## config.mk

```make
export PLATFORM = sky130hd
export DESIGN_NAME = imem_loader
export DESIGN_NICKNAME = d
export VERILOG_FILES = /design/src/rtl/imem_loader.sv
export SDC_FILE = /design/constraint.sdc
export NUM_CORES = 1
export LEC_CHECK = 0
export CELL_PAD_IN_SITES_DETAIL_PLACEMENT = 1
export CELL_PAD_IN_SITES_GLOBAL_PLACEMENT = 2
export CORE_ASPECT_RATIO = 0.8
export CORE_MARGIN = 2
export CORE_UTILIZATION = 32
export DETAILED_ROUTE_END_ITERATION = 12
export GPL_TIMING_DRIVEN = 1
export PLACE_DENSITY = 0.85
export SLEW_MARGIN = 25
export SYNTH_ARGS = -nofsm -noshare
export SYNTH_HDL_FRONTEND = slang
export SYNTH_SLANG_ARGS = --single-unit
```

## constraint.sdc

```tcl
create_clock -name clk -period 2.41 [get_ports clk]
set_input_delay 0.241 -clock clk [delete_from_list [all_inputs] [get_ports clk]]
set_output_delay 0.241 -clock clk [all_outputs]
set_load 0.1 [all_outputs]
```

## src/rtl/imem_loader.sv

```systemverilog
// Boot loader: takes a framed byte stream (SYNC, N lo/hi, N little-endian words, XOR checksum),
// writes the words to instruction memory and releases the core only after a good checksum.
module imem_loader #(
  parameter int          ADDR_W      = 8,
  parameter logic [7:0]  SYNC_BYTE   = 8'hA5,
  parameter int          TIMEOUT_CYC = 1000000
) (
  input  logic              clk,
  input  logic              rst_n,
  input  logic              rx_valid,
  input  logic [7:0]        rx_data,
  output logic              rx_ready,
  output logic              imem_we,
  output logic [ADDR_W-1:0] imem_addr,
  output logic [31:0]       imem_wdata,
  output logic              core_rst_n,
  output logic              load_done,
  output logic              load_err,
  output logic [1:0]        err_code,
  output logic [15:0]       words_loaded
);

  localparam int             TW     = $clog2(TIMEOUT_CYC + 1);
  localparam logic [TW-1:0]  T_LAST = TW'(TIMEOUT_CYC - 1);
  localparam logic [16:0]    MAX_N  = 17'(2 ** ADDR_W);

  typedef enum logic [2:0] {IDLE, LEN_LO, LEN_HI, DATA, CHECK, RUN, ERR} state_t;

  // Handshake: a byte transfers on a rising edge where rx_valid & rx_ready;
  // rx_ready is 0 only while reset is asserted, so the loader never backpressures.
  state_t        state;
  logic [15:0]   nlen;
  logic [7:0]    csum;
  logic [23:0]   wbuf;
  logic [1:0]    bidx;
  logic [TW-1:0] tcnt;
  logic          accept;

  assign accept = rx_valid & rx_ready;

  always_ff @(posedge clk or negedge rst_n) begin
    if (!rst_n) begin
      state        <= IDLE;
      rx_ready     <= 1'b0;
      imem_we      <= 1'b0;
      imem_addr    <= '0;
      imem_wdata   <= '0;
      core_rst_n   <= 1'b0;
      load_done    <= 1'b0;
      load_err     <= 1'b0;
      err_code     <= 2'b00;
      words_loaded <= '0;
      nlen         <= '0;
      csum         <= '0;
      wbuf         <= '0;
      bidx         <= '0;
      tcnt         <= '0;
    end else begin
      rx_ready <= 1'b1;
      imem_we  <= 1'b0;
      case (state)
        LEN_LO, LEN_HI, DATA, CHECK: begin
          if (accept) begin
            tcnt <= '0;
            csum <= csum ^ rx_data;
            case (state)
              LEN_LO: begin
                nlen[7:0] <= rx_data;
                state     <= LEN_HI;
              end
              LEN_HI: begin
                nlen[15:8] <= rx_data;
                if ({1'b0, rx_data, nlen[7:0]} > MAX_N) begin
                  state    <= ERR;
                  err_code <= 2'b01;
                  load_err <= 1'b1;
                end else if ({rx_data, nlen[7:0]} == 16'd0) begin
                  state <= CHECK;
                end else begin
                  state <= DATA;
                end
              end
              DATA: begin
                bidx <= bidx + 2'd1;
                if (bidx == 2'd3) begin
                  // wbuf holds {b2,b1,b0}; the incoming byte is b3
                  imem_we      <= 1'b1;
                  imem_addr    <= words_loaded[ADDR_W-1:0];
                  imem_wdata   <= {rx_data, wbuf};
                  words_loaded <= words_loaded + 16'd1;
                  if (words_loaded + 16'd1 == nlen) state <= CHECK;
                end else begin
                  wbuf <= {rx_data, wbuf[23:8]};
                end
              end
              default: begin
                if (rx_data == csum) begin
                  state      <= RUN;
                  load_done  <= 1'b1;
                  core_rst_n <= 1'b1;
                end else begin
                  state    <= ERR;
                  err_code <= 2'b10;
                  load_err <= 1'b1;
                end
              end
            endcase
          end else if (tcnt == T_LAST) begin
            state    <= ERR;
            err_code <= 2'b11;
            load_err <= 1'b1;
          end else begin
            tcnt <= tcnt + 1'b1;
          end
        end
        default: begin
          // IDLE, RUN and ERR only react to a frame start; other bytes are dropped
          if (accept && rx_data == SYNC_BYTE) begin
            state        <= LEN_LO;
            csum         <= '0;
            words_loaded <= '0;
            err_code     <= 2'b00;
            bidx         <= '0;
            tcnt         <= '0;
            core_rst_n   <= 1'b0;
            load_done    <= 1'b0;
            load_err     <= 1'b0;
          end
        end
      endcase
    end
  end

endmodule

```

==> flow_metrics.env <==
export IMPL_syn_area_mm2=0.00658
export IMPL_critPathMaxStageDelay_ps=510
export IMPL_synth_async_sr_flop_share_pct=100
export IMPL_p_seq_share_pct=36.3
export IMPL_switching_power_mw=3.24
export IMPL_clockPowerShare_pct=30.6
export IMPL_grt_pass1_wl_um=32600
export IMPL_finalSetupViolations=1
export IMPL_outcome="complete, but fails checks"
export IMPL_yosysSeqAreaShare_pct=51.4
export IMPL_synth_top_area_cell="dfrtp_1"
export IMPL_clock_sinks=135
export IMPL_row_count=46
export IMPL_p_leak_nw=4.05
export IMPL_initial_core_util_pct=32.9
export IMPL_drive_gt1_share_pct=31.1
export IMPL_io_pin_count=74
export IMPL_fin_total_pwr_mw=8.36
export IMPL_worst_pin_slew_ps=814
export IMPL_fin_ws_ps=-55.8
export IMPL_seq_area_mm2=0.00342
export IMPL_synth_edff_count=0
export IMPL_max_freq_ghz=0.406
export IMPL_synth_area_leaders="dfrtp_1 51%, nand2_1 10%, mux2_2 6.7%"
export IMPL_cp_data_required_time_ps=2720
export IMPL_synth_seq_cells=135
export IMPL_timing_slew_headroom_pct=45.2
export IMPL_violations="negative setup slack"
export IMPL_hpwl_um=13600
export IMPL_viasPerCell=5.23
export IMPL_cts_root_buffer="clkbuf_16"
export IMPL_numCtsBuffers=17
export IMPL_clk_pin_slew_worst_paths_ps=70
export IMPL_critPathMaxFanout=4
export IMPL_fin_util_pct=43.4
export IMPL_firstDrtPassIters=4
export IMPL_synth_distinct_cells=62
export IMPL_grt_pass1_vias=6217
export IMPL_worstHoldPathType="input port to asynchronous set/reset pin"
export IMPL_syn_inst=694
export IMPL_grt_antenna_before_repair=0
export IMPL_drc_errors=0
export IMPL_drt_initial_drc_count=329
export IMPL_cp_arrival_ps=2770
export IMPL_final_nets=838
export IMPL_grt_use_total_pct=19.0
export IMPL_period_minus_slack_ps=2470
export IMPL_syn_nets=708
export IMPL_die_h_um=132
export IMPL_tns_ps=-55.8
export IMPL_nFillCells=2251
export IMPL_maxCapViolations=0
export IMPL_post_drt_wl_per_cell_um=18.0
export IMPL_gr_total_overflow=0
export IMPL_vias=5760
export IMPL_dieArea_mm2=0.0217
export IMPL_end_kind="flip-flop"
export IMPL_synth_most_common_cell="nand2_1"
export IMPL_portBuffers=73
export IMPL_hold_viol=0
export IMPL_p_int_mw=5.11
export IMPL_grt_max_degree=67
export IMPL_yosys_area_top_type_share_pct=51.4
export IMPL_core_area_mm2=0.0200
export IMPL_placed_cells=1063
export IMPL_yosys_warnings=0
export IMPL_drtAntennaViolNets=0
export IMPL_worstSkewPairLatency_ps=430
export IMPL_area_growth_pct=31.7
export IMPL_cts_tree="yes"
export IMPL_critical_path_class="flip-flop to flip-flop"
export IMPL_synthFlopType="dfrtp_1"
export IMPL_gp_congestion=0.820
export IMPL_ir_drop_mv=0.432
export IMPL_die_w_um=164
export IMPL_cp_start_kind="flip-flop"
export IMPL_fin_crit_sh_pct=102
export IMPL_antenna_cells=0
export IMPL_cts_buffer_depth=2
export IMPL_crit_chain="ha_4, buf_6, xor2_1, o211ai_1, a21oi_1, a2111oi_2, buf_4, o2111a_2, a31oi_4, a221o_1"
export IMPL_switching_share_pct=38.8
export IMPL_netlist_top_cells_count="175 x nand2_1, 135 x dfrtp_1, 65 x o21ai_0"
export IMPL_cts_max_level=4
export IMPL_comb_power_share_pct=33.1
export IMPL_power_density_mw_per_mm2=964
export IMPL_multi_input_area_mm2=0.00309
export IMPL_drt_total_wl_um=19800
export IMPL_fin_skew_ps=8.29
export IMPL_stdcell_count=1101
export IMPL_avgSynthCellArea_um2=9.48
export IMPL_drv_slew=0
export IMPL_cp_slowest_cell="dfrtp_4"
export IMPL_rsz0062_at_grt="yes"
stage by stage:
stage          setup WS [ps]  hold WS, ps  instance area [µm²]
3_5_place_dp            -184          207                 7950
4_1_cts                -1.91          310                 8580
5_1_grt                 -130          339                 8670
3_3_place_gp           -92.7          205                 7950
6_report               -55.8          304                 8670
2_1_floorplan          -75.1        -54.6                 6630
cell type report:
type,count,area share [%]
flip-flops and latches,135,39.4
well taps,264,3.81
clock buffers,17,4.91
repair buffers,154,14.1
clock inverters,15,1.88
multi-input cells,512,35.6
inverters,4,0.173
placed cells by master, fill, tap and decap left out, types with 5 or more instances in the layout:
cell type	instances
and3_1	7
nand4_1	10
clkbuf_16	17
nor3_1	12
buf_4	139
dfrtp_4	8
o21ai_0	65
o21ai_1	6
nand3_1	19
xnor2_1	25
mux2_2	39
and2_1	5
dfrtp_2	8
nor4_1	6
dfrtp_1	119
xor2_1	8
nand2_1	174
nor2_1	34
o41ai_1	5
o31ai_1	9
a21oi_1	20
a31oi_1	5
clkdlybuf4s50_1	9
cells by family (layout without fill, tap and decap cells):
family | after synthesis | count (layout) | synth area share [%]
mux | 42 | 42 | 7.36
flops | 135 | 135 | 51.4
other cells | 1 | 1 | 0.0570
simple gates | 298 | 299 | 20.8
compound gates | 134 | 134 | 12.2
xor+xnor | 33 | 33 | 4.39
buf+inv | 48 | 190 | 3.21
fa+ha+maj | 3 | 3 | 0.571
routing by layer:
layer | GRT usage (%) | vias up | share of wire, %
li1 | - | 2661 | -
met1 | 25.4 | 2952 | 46
met2 | 30.5 | 118 | 48
met3 | 3.90 | 29 | 3.9
met4 | 6.38 | 0 | 1.9
met5 | 0 | - | 0
power by group through the flow:
stage	Sequential, mW	Clock [mW]	Combinational (mW)
global route	3.09	2.74	3.01
detailed placement	3.06	0	2.63
global placement	3.04	0	2.52
CTS	3.02	2.63	2.68
floorplan	3.24	0	1.49
finish	3.03	2.56	2.77
what timing repair did:
item | 4_1_cts | 5_1_grt
setup endpoints to repair | 3 | 39
pin swaps | 1 | 7
gates cloned | 0 | 1
setup buffers | 1 | 3
gates resized for setup | 6 | 12
endpoints found under the hold margin | 42 | 0
hold buffers | 1 | 0
flip-flops by register name, summed over array words and instances, names as in the netlist, 2 cells and up:
name / cells
tcnt: 20
nlen: 16
wbuf: 24
state: 3
csum: 8
words_loaded: 16
imem_addr: 8
err_code: 2
bidx: 2
imem_wdata: 32
path summary, 6_finish.rpt:
kind                                 start              end  slack, ps  cells after the start
setup reg to reg           words_loaded[1]         state[1]        -60                     10
hold / removal                       rst_n         tcnt[10]        300                      2
setup / recovery           words_loaded[1]         state[1]        -60                     10
max in group asynchronous            rst_n  words_loaded[5]       1350                      3
hold reg to reg             imem_wdata[13]   imem_wdata[13]        470                      2
min in group clk            imem_wdata[13]   imem_wdata[13]        470                      2
critical path: cells and delay by family (launching register included):
family	cells	cell delay, ps
adders and majority gates	1	190
xor gates and xnor gates	1	130
buffers and inverters	2	280
DFF	1	510
AOI/OAI and AO/OA	6	1230
No activity file was read; power rests on OpenSTA's default activity.
